--- src/rtl/buzzer_pkg.sv ---
// buzzer_pkg: types and default tone timing shared by the buzzer driver and
// the receive-side tone detector.
package buzzer_pkg;

  // Default half-periods in clock cycles; the driver toggles its output at
  // these spacings, so the detector uses the same numbers as nominal values.
  localparam int ANSWER_HALF_DEFAULT   = 95420;
  localparam int TIMEOVER_HALF_DEFAULT = 50608;

  // Classification of one measured half-period.
  typedef enum logic [1:0] {
    TONE_NONE = 2'd0,
    TONE_A    = 2'd1,
    TONE_T    = 2'd2
  } tone_class_e;

  // Detector lock state.
  typedef enum logic [1:0] {
    ST_SILENT  = 2'd0,
    ST_ARMED   = 2'd1,
    ST_ACQUIRE = 2'd2,
    ST_LOCKED  = 2'd3
  } det_state_e;

endpackage

--- src/rtl/buzzer_edge_sync.sv ---
// buzzer_edge_sync: brings the asynchronous buzzer line into the clock domain
// and produces a registered one-cycle pulse for every transition.
module buzzer_edge_sync (
  input  logic CLK,
  input  logic RST,
  input  logic line,
  output logic edge_event
);

  logic sync1;
  logic sync2;
  logic delayed;

  // Two-flop synchronizer and delay flop reset to the idle-high level, so a
  // quiet line after reset produces no edge.
  always_ff @(posedge CLK) begin
    if (RST) begin
      sync1      <= 1'b1;
      sync2      <= 1'b1;
      delayed    <= 1'b1;
      edge_event <= 1'b0;
    end else begin
      sync1      <= line;
      sync2      <= sync1;
      delayed    <= sync2;
      edge_event <= (sync2 != delayed);
    end
  end

endmodule

--- src/rtl/buzzer_tone_detector.sv ---
// buzzer_tone_detector: measures the spacing between buzzer-line edges,
// classifies each spacing as Answer, TimeOver or neither, and reports a tone
// once enough consecutive half-periods agree.
module buzzer_tone_detector
  import buzzer_pkg::*;
#(
  parameter int ANSWER_HALF   = ANSWER_HALF_DEFAULT,
  parameter int TIMEOVER_HALF = TIMEOVER_HALF_DEFAULT,
  parameter int TOL           = 1024,
  parameter int CONFIRM       = 4,
  parameter int IDLE_TIMEOUT  = 200000,
  parameter int CW            = 23
) (
  input  logic          CLK,
  input  logic          RST,
  input  logic          Buzzer_In,
  output logic          Tone_Answer,
  output logic          Tone_TimeOver,
  output logic          Tone_Valid,
  output logic [CW-1:0] Half_Period
);

  localparam int MW = $clog2(CONFIRM + 1);

  // Acceptance windows, one bit wider than the measurement so HALF+TOL
  // cannot wrap.
  localparam logic [CW:0] A_LO = (CW+1)'(ANSWER_HALF - TOL);
  localparam logic [CW:0] A_HI = (CW+1)'(ANSWER_HALF + TOL);
  localparam logic [CW:0] T_LO = (CW+1)'(TIMEOVER_HALF - TOL);
  localparam logic [CW:0] T_HI = (CW+1)'(TIMEOVER_HALF + TOL);

  localparam logic [CW-1:0] COUNT_MAX = {CW{1'b1}};
  localparam logic [CW-1:0] IDLE_LAST = CW'(IDLE_TIMEOUT - 1);
  localparam logic [MW-1:0] CONFIRM_M = MW'(CONFIRM);

  // Overlapping windows would make a spacing ambiguous between the two tones.
  if ((ANSWER_HALF - TOL <= TIMEOVER_HALF + TOL) &&
      (TIMEOVER_HALF - TOL <= ANSWER_HALF + TOL)) begin : g_band_overlap
    $error("buzzer_tone_detector: Answer and TimeOver acceptance bands overlap");
  end

  logic          edge_event;
  logic [CW-1:0] count;
  logic [CW-1:0] meas;
  logic [CW:0]   meas_ext;
  logic          timeout_hit;
  tone_class_e   cls;
  tone_class_e   cand;
  tone_class_e   cand_n;
  det_state_e    state;
  det_state_e    state_n;
  logic [MW-1:0] match;
  logic [MW-1:0] match_n;

  buzzer_edge_sync u_edge_sync (
    .CLK        (CLK),
    .RST        (RST),
    .line       (Buzzer_In),
    .edge_event (edge_event)
  );

  // The spacing includes the edge cycle itself; a saturated counter reports
  // the saturated value so it can never match a tone window.
  assign meas        = (count == COUNT_MAX) ? COUNT_MAX : count + CW'(1);
  assign meas_ext    = {1'b0, meas};
  assign timeout_hit = (count == IDLE_LAST);

  // Cycle counter since the last edge, saturating during long silence.
  always_ff @(posedge CLK) begin
    if (RST) begin
      count <= '0;
    end else if (edge_event) begin
      count <= '0;
    end else if (count != COUNT_MAX) begin
      count <= count + CW'(1);
    end
  end

  // Latest measured spacing, loaded on every edge.
  always_ff @(posedge CLK) begin
    if (RST) begin
      Half_Period <= '0;
    end else if (edge_event) begin
      Half_Period <= meas;
    end
  end

  // Window comparison of the current measurement.
  always_comb begin
    cls = TONE_NONE;
    if ((meas_ext >= A_LO) && (meas_ext <= A_HI)) begin
      cls = TONE_A;
    end else if ((meas_ext >= T_LO) && (meas_ext <= T_HI)) begin
      cls = TONE_T;
    end
  end

  // State, candidate tone and match count registers.
  always_ff @(posedge CLK) begin
    if (RST) begin
      state <= ST_SILENT;
      cand  <= TONE_NONE;
      match <= '0;
    end else begin
      state <= state_n;
      cand  <= cand_n;
      match <= match_n;
    end
  end

  // Lock sequencing: an edge always beats a timeout on the same cycle, and
  // the first edge out of silence only arms since its spacing is meaningless.
  always_comb begin
    state_n = state;
    cand_n  = cand;
    match_n = match;
    if (edge_event) begin
      if (state == ST_SILENT) begin
        state_n = ST_ARMED;
      end else if ((state == ST_LOCKED) && (cls == cand)) begin
        state_n = ST_LOCKED;
      end else begin
        if (cls == TONE_NONE) begin
          match_n = '0;
        end else if (cls == cand) begin
          match_n = match + MW'(1);
        end else begin
          cand_n  = cls;
          match_n = MW'(1);
        end
        if ((state != ST_LOCKED) && (match_n == CONFIRM_M)) begin
          state_n = ST_LOCKED;
        end else begin
          state_n = ST_ACQUIRE;
        end
      end
    end else if ((state != ST_SILENT) && timeout_hit) begin
      state_n = ST_SILENT;
      match_n = '0;
    end
  end

  // Registered tone flags, taken from the next state so they move with it.
  always_ff @(posedge CLK) begin
    if (RST) begin
      Tone_Answer   <= 1'b0;
      Tone_TimeOver <= 1'b0;
      Tone_Valid    <= 1'b0;
    end else begin
      Tone_Answer   <= (state_n == ST_LOCKED) && (cand_n == TONE_A);
      Tone_TimeOver <= (state_n == ST_LOCKED) && (cand_n == TONE_T);
      Tone_Valid    <= (state_n == ST_LOCKED) &&
                       ((cand_n == TONE_A) || (cand_n == TONE_T));
    end
  end

endmodule

--- config.mk ---
export PLATFORM = sky130hd
export DESIGN_NAME = buzzer_tone_detector
export DESIGN_NICKNAME = d
export VERILOG_FILES = /design/src/rtl/buzzer_pkg.sv /design/src/rtl/buzzer_edge_sync.sv /design/src/rtl/buzzer_tone_detector.sv
export SDC_FILE = /design/constraint.sdc
export NUM_CORES = 1
export LEC_CHECK = 0
export ABC_AREA = 1
export ABC_CLOCK_PERIOD_IN_PS = 2310
export BUFFER_PORTS_ARGS = -buffer_cell sky130_fd_sc_hd__buf_4
export CAP_MARGIN = 20
export CORE_MARGIN = 2
export CORE_UTILIZATION = 38
export CTS_CLUSTER_DIAMETER = 50
export DETAILED_ROUTE_END_ITERATION = 7
export GPL_TIMING_DRIVEN = 0
export PLACE_DENSITY = 0.67
export SETUP_SLACK_MARGIN = 0.15
export SLEW_MARGIN = 0
export SYNTH_ARGS = -nofsm -noshare
export SYNTH_HDL_FRONTEND = slang
export SYNTH_SLANG_ARGS = --single-unit
--- constraint.sdc ---
create_clock -name CLK -period 2.31 [get_ports CLK]
set_input_delay 0.3465 -clock CLK [delete_from_list [all_inputs] [get_ports CLK]]
set_output_delay 0.3465 -clock CLK [all_outputs]
set_load 0.005 [all_outputs]
# After elaboration in Yosys (flattened, before gate mapping)
# Index checks and enable logic that the tools add are counted.
[totals]
regBits = 60
input_bits = 3
output_inout_bits = 26
word_cells = 68
[classes]
n_addsub = 2
n_lt_le_gt_ge = 4
n_eq_ne = 13
mux = 22
reduce_logical = 15
[ops]
columns = ["cell", "count"]
rows = [
  ["$mux W3", 9],
  ["$add A23 B1 Y23 const B", 1],
  ["$eq A23 B18 Y1 const B", 1],
  ["$eq A23 B23 Y1 const B", 1],
  ["$ge A23 B16 Y1 const B", 1],
  ["$ge A23 B17 Y1 const B", 1],
  ["$le A23 B16 Y1 const B", 1],
  ["$le A23 B17 Y1 const B", 1],
  ["$mux W23", 1],
  ["$ne A23 B23 Y1 const B", 1],
  ["$mux W2", 10],
  ["$logic_and A1 B1 Y1", 8],
  ["$eq A2 B2 Y1 const B", 3],
  ["$ne A2 B2 Y1 const B", 3],
  ["$logic_not A2 Y1", 2],
  ["$reduce_bool A2 Y1", 2],
  ["$add A3 B1 Y3 const B", 1],
  ["$eq A3 B3 Y1 const B", 1],
  ["$reduce_and A3 Y1", 1],
  ["$eq A2 B1 Y1 const B", 1],
  ["$eq A2 B2 Y1", 1],
  ["$mux W1", 2],
  ["$reduce_or A2 Y1", 1],
  ["$logic_or A1 B1 Y1", 1],
  ["$ne A1 B1 Y1", 1],
]

# Logic depth before layout (Yosys ltp)
# Gate-level depths: netlist (run 1).
[logic_depth]
depth_word = 20
mapped_depth = 24
depth_no_buf = 24

# Hierarchy
# A second synthesis (run 1) with hierarchy kept.
[hier_totals]
cells_unflattened = 532
hier_area_um2 = 3383.2
[by_module_without_submodules]
columns = ["module", "instances", "cells_per_inst", "area_each_um2", "seq_area_each_um2"]
rows = [
  ["buzzer_tone_detector", 1, 520, 3265.6, 1121.1],
  ["buzzer_edge_sync", 1, 12, 117.6, 80.1],
]

# Least setup slack after synthesis (run 1)
# OpenSTA, ideal clock, no wires.
[synth_path]
path_type = "flip-flop to flip-flop"
from = "register count[0]"
to = "register Tone_Valid"
setup_ns = 0.064
arrival_ns = 2.395
required_time_ns = 2.246
path_slack_ns = -0.149
path_stages_with_launch = 24
n_path_buf = 1
period_less_slack_ns = 2.459
cell_sequence = "dfxtp_1 -> ha_1 -> nand2_2 -> nor2_4 -> nand2_2 -> nor2_1 -> nand2_1 -> buf_6 -> nand3_4 -> nand2_1 -> clkinv_1 -> nand2_1 -> nor2_2 -> nand2_1 -> nand2_1 -> nand2_2 -> nand3_1 -> nand2_1 -> nand2_1 -> inv_1 -> ha_1 -> inv_1 -> nand2_1 -> nor2_1"
[synth_between]
word_cells_on_any_way = 38
cone_classes = "add/sub: 1; order compare: 4; eq/ne: 7; mux: 18; reduce/logical: 8"
[synth_rtl]
columns = ["item", "line", "source"]
rows = [
  ["from (decl)", "buzzer_tone_detector.sv:43", "logic [CW-1:0] count;"],
  ["from (signal assigned)", "buzzer_tone_detector.sv:75", "count <= count + CW'(1);"],
  ["$add A23 B1 Y23 or $eq A23 B23 Y1 (tied branches)", "buzzer_tone_detector.sv:64", "assign meas = (count == COUNT_MAX) ? COUNT_MAX : count + CW'(1);"],
  ["$mux W23 *", "buzzer_tone_detector.sv:64", ""],
  ["$ge A23 B16 Y1 or $le A23 B16 Y1 (tied branches)", "buzzer_tone_detector.sv:93", "end else if ((meas_ext >= T_LO) && (meas_ext <= T_HI)) begin"],
  ["$logic_and A1 B1 Y1", "buzzer_tone_detector.sv:93", ""],
  ["$mux W2", "buzzer_tone_detector.sv:93", ""],
  ["$mux W2 *", "buzzer_tone_detector.sv:91", "if ((meas_ext >= A_LO) && (meas_ext <= A_HI)) begin"],
  ["$eq A2 B2 Y1", "buzzer_tone_detector.sv:120, buzzer_tone_detector.sv:125", ""],
  ["$mux W2", "buzzer_tone_detector.sv:125", "end else if (cls == cand) begin"],
  ["$mux W2", "buzzer_tone_detector.sv:123", "if (cls == TONE_NONE) begin"],
  ["$mux W2 *", "buzzer_tone_detector.sv:120", "end else if ((state == ST_LOCKED) && (cls == cand)) begin"],
  ["$mux W2 *", "buzzer_tone_detector.sv:118", "if (state == ST_SILENT) begin"],
  ["$mux W2 *", "buzzer_tone_detector.sv:117", "if (edge_event) begin"],
  ["named net cand_n[0]", "buzzer_tone_detector.sv:49", "tone_class_e cand_n;"],
  ["$eq A2 B1 Y1 or $eq A2 B2 Y1 (tied branches)", "buzzer_tone_detector.sv:153", "((cand_n == TONE_A) || (cand_n == TONE_T));"],
  ["$logic_or A1 B1 Y1 *", "buzzer_tone_detector.sv:153", ""],
  ["$logic_and A1 B1 Y1 *", "buzzer_tone_detector.sv:152", "Tone_Valid <= (state_n == ST_LOCKED) &&"],
  ["to (signal assigned)", "buzzer_tone_detector.sv:152", ""],
  ["to (decl)", "buzzer_tone_detector.sv:19", "output logic Tone_Valid,"],
]
# Mark *: on every way through the listed nets, which the timed path passes. The rest lies on a longest branch. The select of a mux whose other input is x is not followed.
# A chain may end at the register's enable or synchronous reset.

# Worst setup path in the final report (run 1)
[layout_path]
from = "register count[1]"
to = "register Tone_Valid"
[layout_between]
elab_chain_len = 20
word_cells_on_any_way = 38
cone_classes = "add/sub: 1; order compare: 4; eq/ne: 7; mux: 18; reduce/logical: 8"
[layout_rtl]
columns = ["item", "line", "source"]
rows = [
  ["$add A23 B1 Y23 or $eq A23 B23 Y1 (tied branches)", "buzzer_tone_detector.sv:64", ""],
  ["$mux W23", "buzzer_tone_detector.sv:64", ""],
  ["$ge A23 B16 Y1 or $le A23 B16 Y1 (tied branches)", "buzzer_tone_detector.sv:93", ""],
  ["$logic_and A1 B1 Y1", "buzzer_tone_detector.sv:93", ""],
  ["$mux W2", "buzzer_tone_detector.sv:93", ""],
  ["$mux W2", "buzzer_tone_detector.sv:91", ""],
  ["$eq A2 B2 Y1", "buzzer_tone_detector.sv:120, buzzer_tone_detector.sv:125", ""],
  ["$mux W3", "buzzer_tone_detector.sv:125", ""],
  ["[... 4 more ...]", "n/a", ""],
  ["$eq A3 B3 Y1", "buzzer_tone_detector.sv:131", "if ((state != ST_LOCKED) && (match_n == CONFIRM_M)) begin"],
  ["$logic_and A1 B1 Y1", "buzzer_tone_detector.sv:131", ""],
  ["$mux W1", "buzzer_tone_detector.sv:131", ""],
  ["$mux W1", "buzzer_tone_detector.sv:120", ""],
  ["$mux W2", "buzzer_tone_detector.sv:118", ""],
  ["$mux W2", "buzzer_tone_detector.sv:117", ""],
  ["$eq A2 B2 Y1", "buzzer_tone_detector.sv:152", ""],
  ["$logic_and A1 B1 Y1 *", "buzzer_tone_detector.sv:152", ""],
]
# Mark *: on every way between the ends. The rest lies on a longest branch, timed or not. The select of a mux whose other input is x is not followed.

==> results of run 1 <==
## placed cells by master (no fill, tap or decap), drive strengths merged
cell type	instances
inv	64
clkinv	6
nand2	153
o21bai	1
xnor2	3
nand4	7
a21oi	2
clkbuf	19
o21a	1
buf	58
o21ai	34
nand3	45
xor2	3
dfxtp	60
nand3b	2
nor3	9
or3	1
nor2	103
or2	3
nor4	1
ha	4
## sequential cells by signal, indices dropped and copies added, names as in the netlist
signal,cells
state,2
Tone_Answer,1
Tone_Valid,1
count,23
Tone_TimeOver,1
u_edge_sync.delayed,1
cand,2
Half_Period,23
u_edge_sync.edge_event,1
u_edge_sync.sync2,1
u_edge_sync.sync1,1
match,3
## metrics by stage
step	power [mW]	cell area, um2
6_report	2.020	4488
5_1_grt	2.098	4488
4_1_cts	2.023	4208
3_5_place_dp	1.170	3671
3_3_place_gp	1.169	3671
2_1_floorplan	1.139	3329
## worst paths after layout
check | from | end | slack, ns | depth (start not counted)
worst max-delay path | count[1]$_SDFFE_PP0N_ | Tone_Valid$_SDFF_PP0_ | -0.52 | 22
worst min-delay path | Buzzer_In | u_edge_sync.sync1$_SDFF_PP1_ | 0.20 | 2
worst min register to register | u_edge_sync.sync1$_SDFF_PP1_ | u_edge_sync.sync2$_SDFF_PP1_ | 0.41 | 1
worst max register to register | count[1]$_SDFFE_PP0N_ | Tone_Valid$_SDFF_PP0_ | -0.52 | 22
## worst reg2reg max path, delay by kind of cell (launching register included)
family | cells | cell delay [ns]
AND/OR/NAND/NOR | 19 | 2.05
flip-flops | 1 | 0.37
buffers and inverters | 2 | 0.19
adder cells (fa/ha/maj) | 1 | 0.15
## final cells by class
class                      instances  area [um2]
timing repair buffer              56       449.2
clock buffer                      13       158.9
multi-input combinational        372        2200
clock inverter                     2       10.01
inverter                          68       255.2
tap                              105       131.4
sequential                        60        1235
buffer                             8       48.80
fill                             773        3811
## power by group through the flow
stage	clock, mW	sequential (mW)	combinational, mW
after global routing	0.926	1.06	0.112
after CTS	0.863	1.06	0.0997
after global placement	0	1.09	0.0836
after detailed placement	0	1.09	0.0845
after floorplan	0	1.08	0.0555
final	0.860	1.06	0.102
## metal layers
metal	wire length (um)	up-vias	track usage [%]	share of wire, %
met5	0	-	0	0
met4	302	0	8.342	3.1
li1	-	1714	-	-
met3	593	24	3.974	6.1
met2	4643	142	31.89	48
met1	4169	1620	26.12	43
## logic make-up (layout without fill, tap and decap cells)
group | count (synthesis) | count (layout) | share of synthesized area [%]
fa+ha+maj | 4 | 4 | 1.530
buf+inv | 76 | 147 | 9.063
flops | 60 | 60 | 36.71
compound gates | 38 | 38 | 6.195
xor+xnor | 6 | 6 | 1.606
simple gates | 324 | 324 | 44.90
## timing repair
action	CTS	global route
hold endpoints to repair	0	0
pin swaps	23	43
gates cloned	2	0
endpoints found under the setup margin	9	19
buffers inserted	18	8
gates resized for setup	60	63
==> impl_metrics.toml, run 1 <==
[timing]
period_share_pct = 122.3
fmax_mhz = 353.9
fin_crit_ns = 2.826
holdWs_ns = 0.1971
tightest_slew_ns = 0.7086
rsz0062_at_grt = "true"
finalMaxSlewViolations = 0
final.setup.tns_ns = -3.704
finalHoldViolCount = 0
setup_slack_ns = -0.5159
finalSetupViolCount = 9
finClkSkew_ns = 0.008857
maxSlewHeadroom_pct = 52.59

[drt]
wire_per_inst_um = 14.19
wl_um = 9708
vias = 3500
drc = 0
ant_nets = 0
firstDrtPassIters = 5
drt_iter0_drc = 259
vias_per_cell = 5.117

[job]
max_cap_viol_count = 0

[yosys]
postSynthAreaPerCell_um2 = 6.441
ys_types = 31
yosysTopAreaCell = "dfxtp_1"
netlist_top_cells_count = "nand2_1, nor2_1, inv_1, dfxtp_1, nand3_1"
ys_warn_count = 0
synth_ff_type = "dfxtp_1"
synth_most_common_cell = "nand2_1"
syn_inst = 508
syn_area_um2 = 3272
synth-edff-count = 0
synth_nets = 515
synth_top_cell_area_share_pct = 36.71
synth.top_cells.by_area = "dfxtp_1, nand2_1, nor2_1, inv_1, nand3_1"
ys_seq_area_share_pct = 36.71
ys_ff_latch = 60
async_flop_share_pct = 0

[worst_setup_path]
worst-path-max-fanout = 4
crit_chain = "ha_4 > nand2_4 > nor2_4 > buf_6 > nand3_4 > nand2_2 > inv_2 > nor2_4 > nand2_4 > nor3_4 > nand2_2 > nand3b_1 > nand3b_1 > nand2_4 > nand2_4 > nand2_4 > nand3_2 > nor2_1 > nand3_1 > nand2_1 > nand2_2 > nor2_1"
crit_type = "flop to flop"
critPathRequiredTime_ns = 2.59
cp_num_buf_inv = 2
crit_path_max_incr_delay_ns = 0.37
crit_family = "simple AND/OR/NAND/NOR gates"
crit_path_top_delay_cell = "dfxtp_4"
worstSetupEndpointType = "flop"
crit_path_frequent_cell = "nand2_4"
start_kind = "flop"
worst-endpoint-arrival_ns = 3.11

[clock_tree]
clk_latency_ns = 0.35
cts_tree = "yes"
ctsHoldBuffers = 0
cts_sinks = 60
cts_made_buffers = 9
clockBufferDepth = 2
htree_levels = 3
ctsRootBufferMaster = "clkbuf_8"
path_clk_slew_ns = 0.07

[layout]
diodes = 0
fin_nets = 582
post-route-util_pct = 54.08
drive_gt1_share_pct = 35.58
finalNonFillerCells = 684
area_growth_pct = 37.17

[power_and_ir_drop]
ir_drop_mv = 0.4290
power.internal_mw = 1.527
p_clk_share_pct = 42.6
power_switching_mw = 0.4928
leakage_nw = 1.980
seq_power_share_pct = 52.4
switching_share_pct = 24.40
p_per_area_nw_per_um2 = 450.1
combPwrFrac_pct = 5.0

[place]
dp_cells = 641
port_buffers = 28
hpwl_um = 6632
gp_congestion = 0.9361
post-place-ws_ns = -0.4737

[grt]
grt_pass1_wl_um = 15080
track_usage_pct = 19.89
grt_pass1_vias = 3285
grt_max_degree = 11
antenna_found_initial = 0
grt_overflow_total = 0

[outcome]
violations = "negative setup slack"
status = "complete, but fails checks"

[floorplanning]
io_pins = 29
die_h_um = 96.79
start_util_pct = 39.42
die-area_um2 = 9368
rows = 33
core_area_um2 = 8299
fp.dieW_um = 96.79

[worst_hold_path]
hp-class = "input port to flop"
Note: power is estimated with default switching activity, not from simulation.
==> inputs of run 2 (changes only) <==
--- a/config.mk
+++ b/config.mk
@@ -11,6 +11,7 @@
 export CAP_MARGIN = 20
 export CORE_MARGIN = 2
 export CORE_UTILIZATION = 38
+export CTS_BUF_LIST = sky130_fd_sc_hd__clkbuf_4 sky130_fd_sc_hd__clkbuf_8 sky130_fd_sc_hd__clkbuf_16
 export CTS_CLUSTER_DIAMETER = 50
 export DETAILED_ROUTE_END_ITERATION = 7
 export GPL_TIMING_DRIVEN = 0
==> impl_metrics.toml, run 2 (synthesized netlist as in run 1, its figures left out) <==
[worst_setup_path]
r2r_cells = 20
worst-endpoint-arrival_ns = 3.00
start_kind = "flop"
worst-path-max-fanout = 4
critPathRequiredTime_ns = 2.59
worstSetupEndpointType = "flop"
crit_type = "flop to flop"

[grt]
grt_pass1_vias = 3311
grt_overflow_total = 0
grt_pass1_wl_um = 15170
antenna_found_initial = 0
track_usage_pct = 20.01
grt_max_degree = 11

[timing]
finClkSkew_ns = 0.004851
fmax_mhz = 367.9
finalMaxSlewViolations = 0
fin_crit_ns = 2.718
holdWs_ns = 0.1972
maxSlewHeadroom_pct = 51.31
final.setup.tns_ns = -2.689
rsz0062_at_grt = "true"
period_share_pct = 117.7
setup_slack_ns = -0.4083
finalSetupViolCount = 7
finalHoldViolCount = 0
tightest_slew_ns = 0.7277

[power_and_ir_drop]
leakage_nw = 1.974
p_per_area_nw_per_um2 = 467.7
power_mw = 2.039
ir_drop_mv = 0.4390

[clock_tree]
cts_sinks = 60
path_clk_slew_ns = 0.07
cts_made_buffers = 9
ctsRootBufferMaster = "clkbuf_8"
clockBufferDepth = 2
ctsHoldBuffers = 0
clk_latency_ns = 0.34
htree_levels = 3
cts_tree = "yes"

[floorplanning]
die_h_um = 96.79
fp.dieW_um = 96.79
rows = 33
io_pins = 29
core_area_um2 = 8299
start_util_pct = 39.42
die-area_um2 = 9368

[layout]
layout_commonest_cell = "nand2_1"
reg.largest.list = "Half_Period: 23 flops, count: 23 flops, match: 3 flops"
diodes = 0
fin_nets = 579
drive_gt1_share_pct = 32.99
area_growth_pct = 33.27
final_cell_mix = "nand2_1, nor2_1, inv_1, buf_4, dfxtp_1"

[place]
port_buffers = 28
gp_congestion = 0.9361
hpwl_um = 6632

[drt]
drc = 0
firstDrtPassIters = 4
drt_iter0_drc = 355
vias = 3402
ant_nets = 0
wl_um = 9346
vias_per_cell = 4.996
wire_per_inst_um = 13.72

[outcome]
violations = "negative setup slack"
status = "complete, but fails checks"

[worst_hold_path]
hold_depth = 2
hp-class = "input port to flop"

[job]
max_cap_viol_count = 0
[run 2: cell types whose count changed in the layout (fill, tap and decap cells not counted), sizes merged]
cell  before  now
buf       58   55
[run 2: layout make-up]
type	count	area (um2)
fillers	804	3939
multi-input cells	372	2105
flip-flops and latches	60	1225
repair buffers	53	419.2
inverters	68	255.2
clock buffers	13	166.4
well taps	105	131.4
plain buffers	8	48.80
clock inverters	2	10.01
[run 2: critical path: stages (launching register included)]
cell	delay, ns
dfxtp_4	0.37
ha_4	0.15
nand2_4	0.06
nor2_4	0.14
buf_6	0.14
nand3_4	0.10
o21ai_2	0.16
nand3_2	0.15
nor2_4	0.17
nand2_2	0.08
nand3b_1	0.16
nand3b_1	0.18
nand2_2	0.11
nand2_2	0.09
nand2_4	0.07
nand3_1	0.07
nand2_1	0.07
buf_4	0.14
o21ai_1	0.10
o21ai_1	0.08
nor2_1	0.07
[run 2: routing by layer]
| layer | GRT usage, % | up-vias | wire, um |
|---|---|---|---|
| met5 | 0 | - | 0 |
| met4 | 9.209 | 0 | 364 |
| met3 | 3.974 | 29 | 471 |
| met2 | 31.57 | 98 | 4243 |
| met1 | 26.38 | 1562 | 4267 |
| li1 | - | 1713 | - |
[run 2: metrics by stage]
step | setup WS [ns] | area [um2] | instances | util (%)
floorplan | -0.04138 | 3329 | 508 | -
global placement | -0.4175 | 3671 | 641 | 44.23
detailed placement | -0.4737 | 3671 | 641 | 44.23
CTS | -0.3067 | 4213 | 676 | 50.76
global route | -0.6172 | 4360 | 681 | 52.54
finish | -0.4083 | 4360 | 681 | 52.54
[run 2: where the power goes]
group          switching, mW  leakage [nW]  internal (mW)
Combinational         0.0605          1.39         0.0409
Clock                  0.414        0.0961          0.463
Sequential            0.0117         0.493           1.05
Total                  0.486          1.97           1.55
[run 2: final timing paths]
kind	start	to	slack [ns]
max	count[1]$_SDFFE_PP0N_	match[0]$_SDFFE_PP0P_	-0.41
min	Buzzer_In	u_edge_sync.sync1$_SDFF_PP1_	0.20
max reg2reg	count[1]$_SDFFE_PP0N_	match[0]$_SDFFE_PP0P_	-0.41
min reg2reg	u_edge_sync.sync1$_SDFF_PP1_	u_edge_sync.sync2$_SDFF_PP1_	0.41
[run 2: timing repair]
item                                    in CTS  in global routing
endpoints found under the hold margin        0                  0
resized for setup                           59                 34
pin swaps                                   24                 14
setup buffers                               18                  5
cloned                                       2                  0
endpoints found under the setup margin       9                 19
==> inputs of run 3 (changes only) <==
--- a/config.mk
+++ b/config.mk
@@ -6,12 +6,11 @@
 export NUM_CORES = 1
 export LEC_CHECK = 0
 export ABC_AREA = 1
-export ABC_CLOCK_PERIOD_IN_PS = 2310
 export BUFFER_PORTS_ARGS = -buffer_cell sky130_fd_sc_hd__buf_4
 export CAP_MARGIN = 20
 export CORE_MARGIN = 2
 export CORE_UTILIZATION = 38
-export CTS_BUF_LIST = sky130_fd_sc_hd__clkbuf_4 sky130_fd_sc_hd__clkbuf_8 sky130_fd_sc_hd__clkbuf_16
+export CTS_BUF_LIST = sky130_fd_sc_hd__clkbuf_16
 export CTS_CLUSTER_DIAMETER = 50
 export DETAILED_ROUTE_END_ITERATION = 7
 export GPL_TIMING_DRIVEN = 0
==> impl_metrics.toml, run 3 (synthesized netlist as in run 1, its figures left out) <==
[outcome]
status = "complete, but fails checks"
violations = "negative setup slack"

[clock_tree]
cts_sinks = 60
htree_levels = 3
ctsRootBufferMaster = "clkbuf_16"
clk_latency_ns = 0.33
cts_made_buffers = 9
clockBufferDepth = 2
path_clk_slew_ns = 0.05
cts_tree = "yes"

[worst_setup_path]
start_kind = "flop"
crit_path_frequent_cell = "nand2_2"
crit_family = "simple AND/OR/NAND/NOR gates"
cp_num_cells = 21
crit_path_max_incr_delay_ns = 0.40
worstSetupEndpointType = "flop"
worst-endpoint-arrival_ns = 3.08
worst-path-max-fanout = 5
r2r_cells = 21
cp_num_buf_inv = 1
crit_path_top_delay_cell = "dfxtp_4"
crit_chain = "nand2_2 > nor2_4 > nand2_1 > nor2_4 > nand2_4 > buf_8 > nand2_4 > nand2_2 > nand2_1 > nand3_2 > nand2_2 > nand3b_1 > nand3b_1 > nand3_1 > nand2_4 > nand3_2 > nor2_1 > nand3_1 > nand2_1 > nand2_2 > nor2_2"
crit_type = "flop to flop"
critPathRequiredTime_ns = 2.57

[timing]
maxSlewHeadroom_pct = 52.90
finalHoldViolCount = 0
fin_crit_ns = 2.820
period_share_pct = 122.1
final.setup.tns_ns = -3.615
rsz0062_at_grt = "true"
fmax_mhz = 354.6
holdWs_ns = 0.2144
tightest_slew_ns = 0.7039
finalMaxSlewViolations = 0
finClkSkew_ns = 0.004933
setup_slack_ns = -0.5097
finalSetupViolCount = 9

[floorplanning]
die_h_um = 96.79
core_area_um2 = 8299
start_util_pct = 39.42
fp.dieW_um = 96.79
rows = 33
die-area_um2 = 9368
io_pins = 29

[worst_hold_path]
hold_depth = 2
hp-class = "input port to flop"

[grt]
grt_pass1_vias = 3304
grt_pass1_wl_um = 15300
grt_max_degree = 11
grt_overflow_total = 0
antenna_found_initial = 0
track_usage_pct = 20.22

[power_and_ir_drop]
p_per_area_nw_per_um2 = 505.8
leakage_nw = 2.013
ir_drop_mv = 0.5074

[place]
hpwl_um = 6632
port_buffers = 28
gp_congestion = 0.9361
post-place-ws_ns = -0.4737

[drt]
ant_nets = 0
drc = 0
firstDrtPassIters = 5
drt_iter0_drc = 286
wire_per_inst_um = 14.90
wl_um = 10180
vias = 3567
vias_per_cell = 5.223

[layout]
drive_gt1_share_pct = 37.89
n_fill_cell = 743
reg.largest.list = "Half_Period: 23 flops, count: 23 flops, match: 3 flops"
final_cell_mix = "nand2_1, nor2_1, inv_1, buf_4, dfxtp_1"
area_growth_pct = 40.65
layout_commonest_cell = "nand2_1"
diodes = 0
fin_nets = 581

[job]
max_cap_viol_count = 0
## run 3: changes by cell type in the layout (fill, tap and decap cells not counted), moves of 4 or more
cell / change
nand2_2: +4
nand3_1: -6
nand3_2: +5
nand2_1: -7
nor2_4: +5
nor2_1: -11
nor2_2: +6
clkbuf_8: -11
clkbuf_16: +9
## run 3: repair_timing
action,CTS,global route
pin swaps,21,25
endpoints found under the setup margin,9,19
endpoints found under the hold margin,0,0
hold buffers,0,0
gates resized for setup,60,79
gates cloned,2,0
buffers inserted,17,8
## run 3: area by class of cell
type / count / area, um2 / area share, %
multi-input combinational: 372 / 2243 / 48.75
sequential: 60 / 1230 / 26.73
timing repair buffer: 55 / 440.4 / 9.570
inverter: 68 / 257.7 / 5.601
clock buffer: 9 / 225.2 / 4.894
tap: 105 / 131.4 / 2.855
buffer: 8 / 48.80 / 1.060
clock inverter: 6 / 25.02 / 0.5438
## run 3: through the flow
step / area (um2) / total power, mW / instances / util, %
CTS: 4283 / 2.322 / 675 / 51.61
floorplan: 3329 / 1.139 / 508 / -
detailed placement: 3671 / 1.170 / 641 / 44.23
global route: 4602 / 2.406 / 683 / 55.45
finish: 4602 / 2.328 / 683 / 55.45
global placement: 3671 / 1.169 / 641 / 44.23
## run 3: power by group
group / internal, mW / total (mW) / leakage, nW / switching, mW
registers: 1.05 / 1.06 / 0.494 / 0.0113
logic: 0.0435 / 0.110 / 1.39 / 0.0668
clock network: 0.699 / 1.16 / 0.133 / 0.457
total: 1.79 / 2.33 / 2.01 / 0.535
## run 3: final timing paths
check                          startpoint                            to  slack, ns
max reg2reg         count[8]$_SDFFE_PP0N_      Tone_TimeOver$_SDFF_PP0_      -0.51
min reg2reg  u_edge_sync.sync1$_SDFF_PP1_  u_edge_sync.sync2$_SDFF_PP1_       0.41
max                 count[8]$_SDFFE_PP0N_      Tone_TimeOver$_SDFF_PP0_      -0.51
min                             Buzzer_In  u_edge_sync.sync1$_SDFF_PP1_       0.21
## run 3: worst reg2reg max path, delay by kind of cell, from the launching register on
kind                   cells  cell delay, ns
and+or+nand+nor           20            2.19
DFF                        1            0.40
buffers and inverters      1            0.17
## run 3: metal layers
metal	GRT usage [%]	part of all wire (%)	wire length [um]	up-vias
li1	-	-	-	1715
met1	26.00	43	4387	1672
met2	33.23	47	4801	140
met3	3.468	5.6	571	40
met4	8.992	4.1	418	0
met5	0	0	0	-
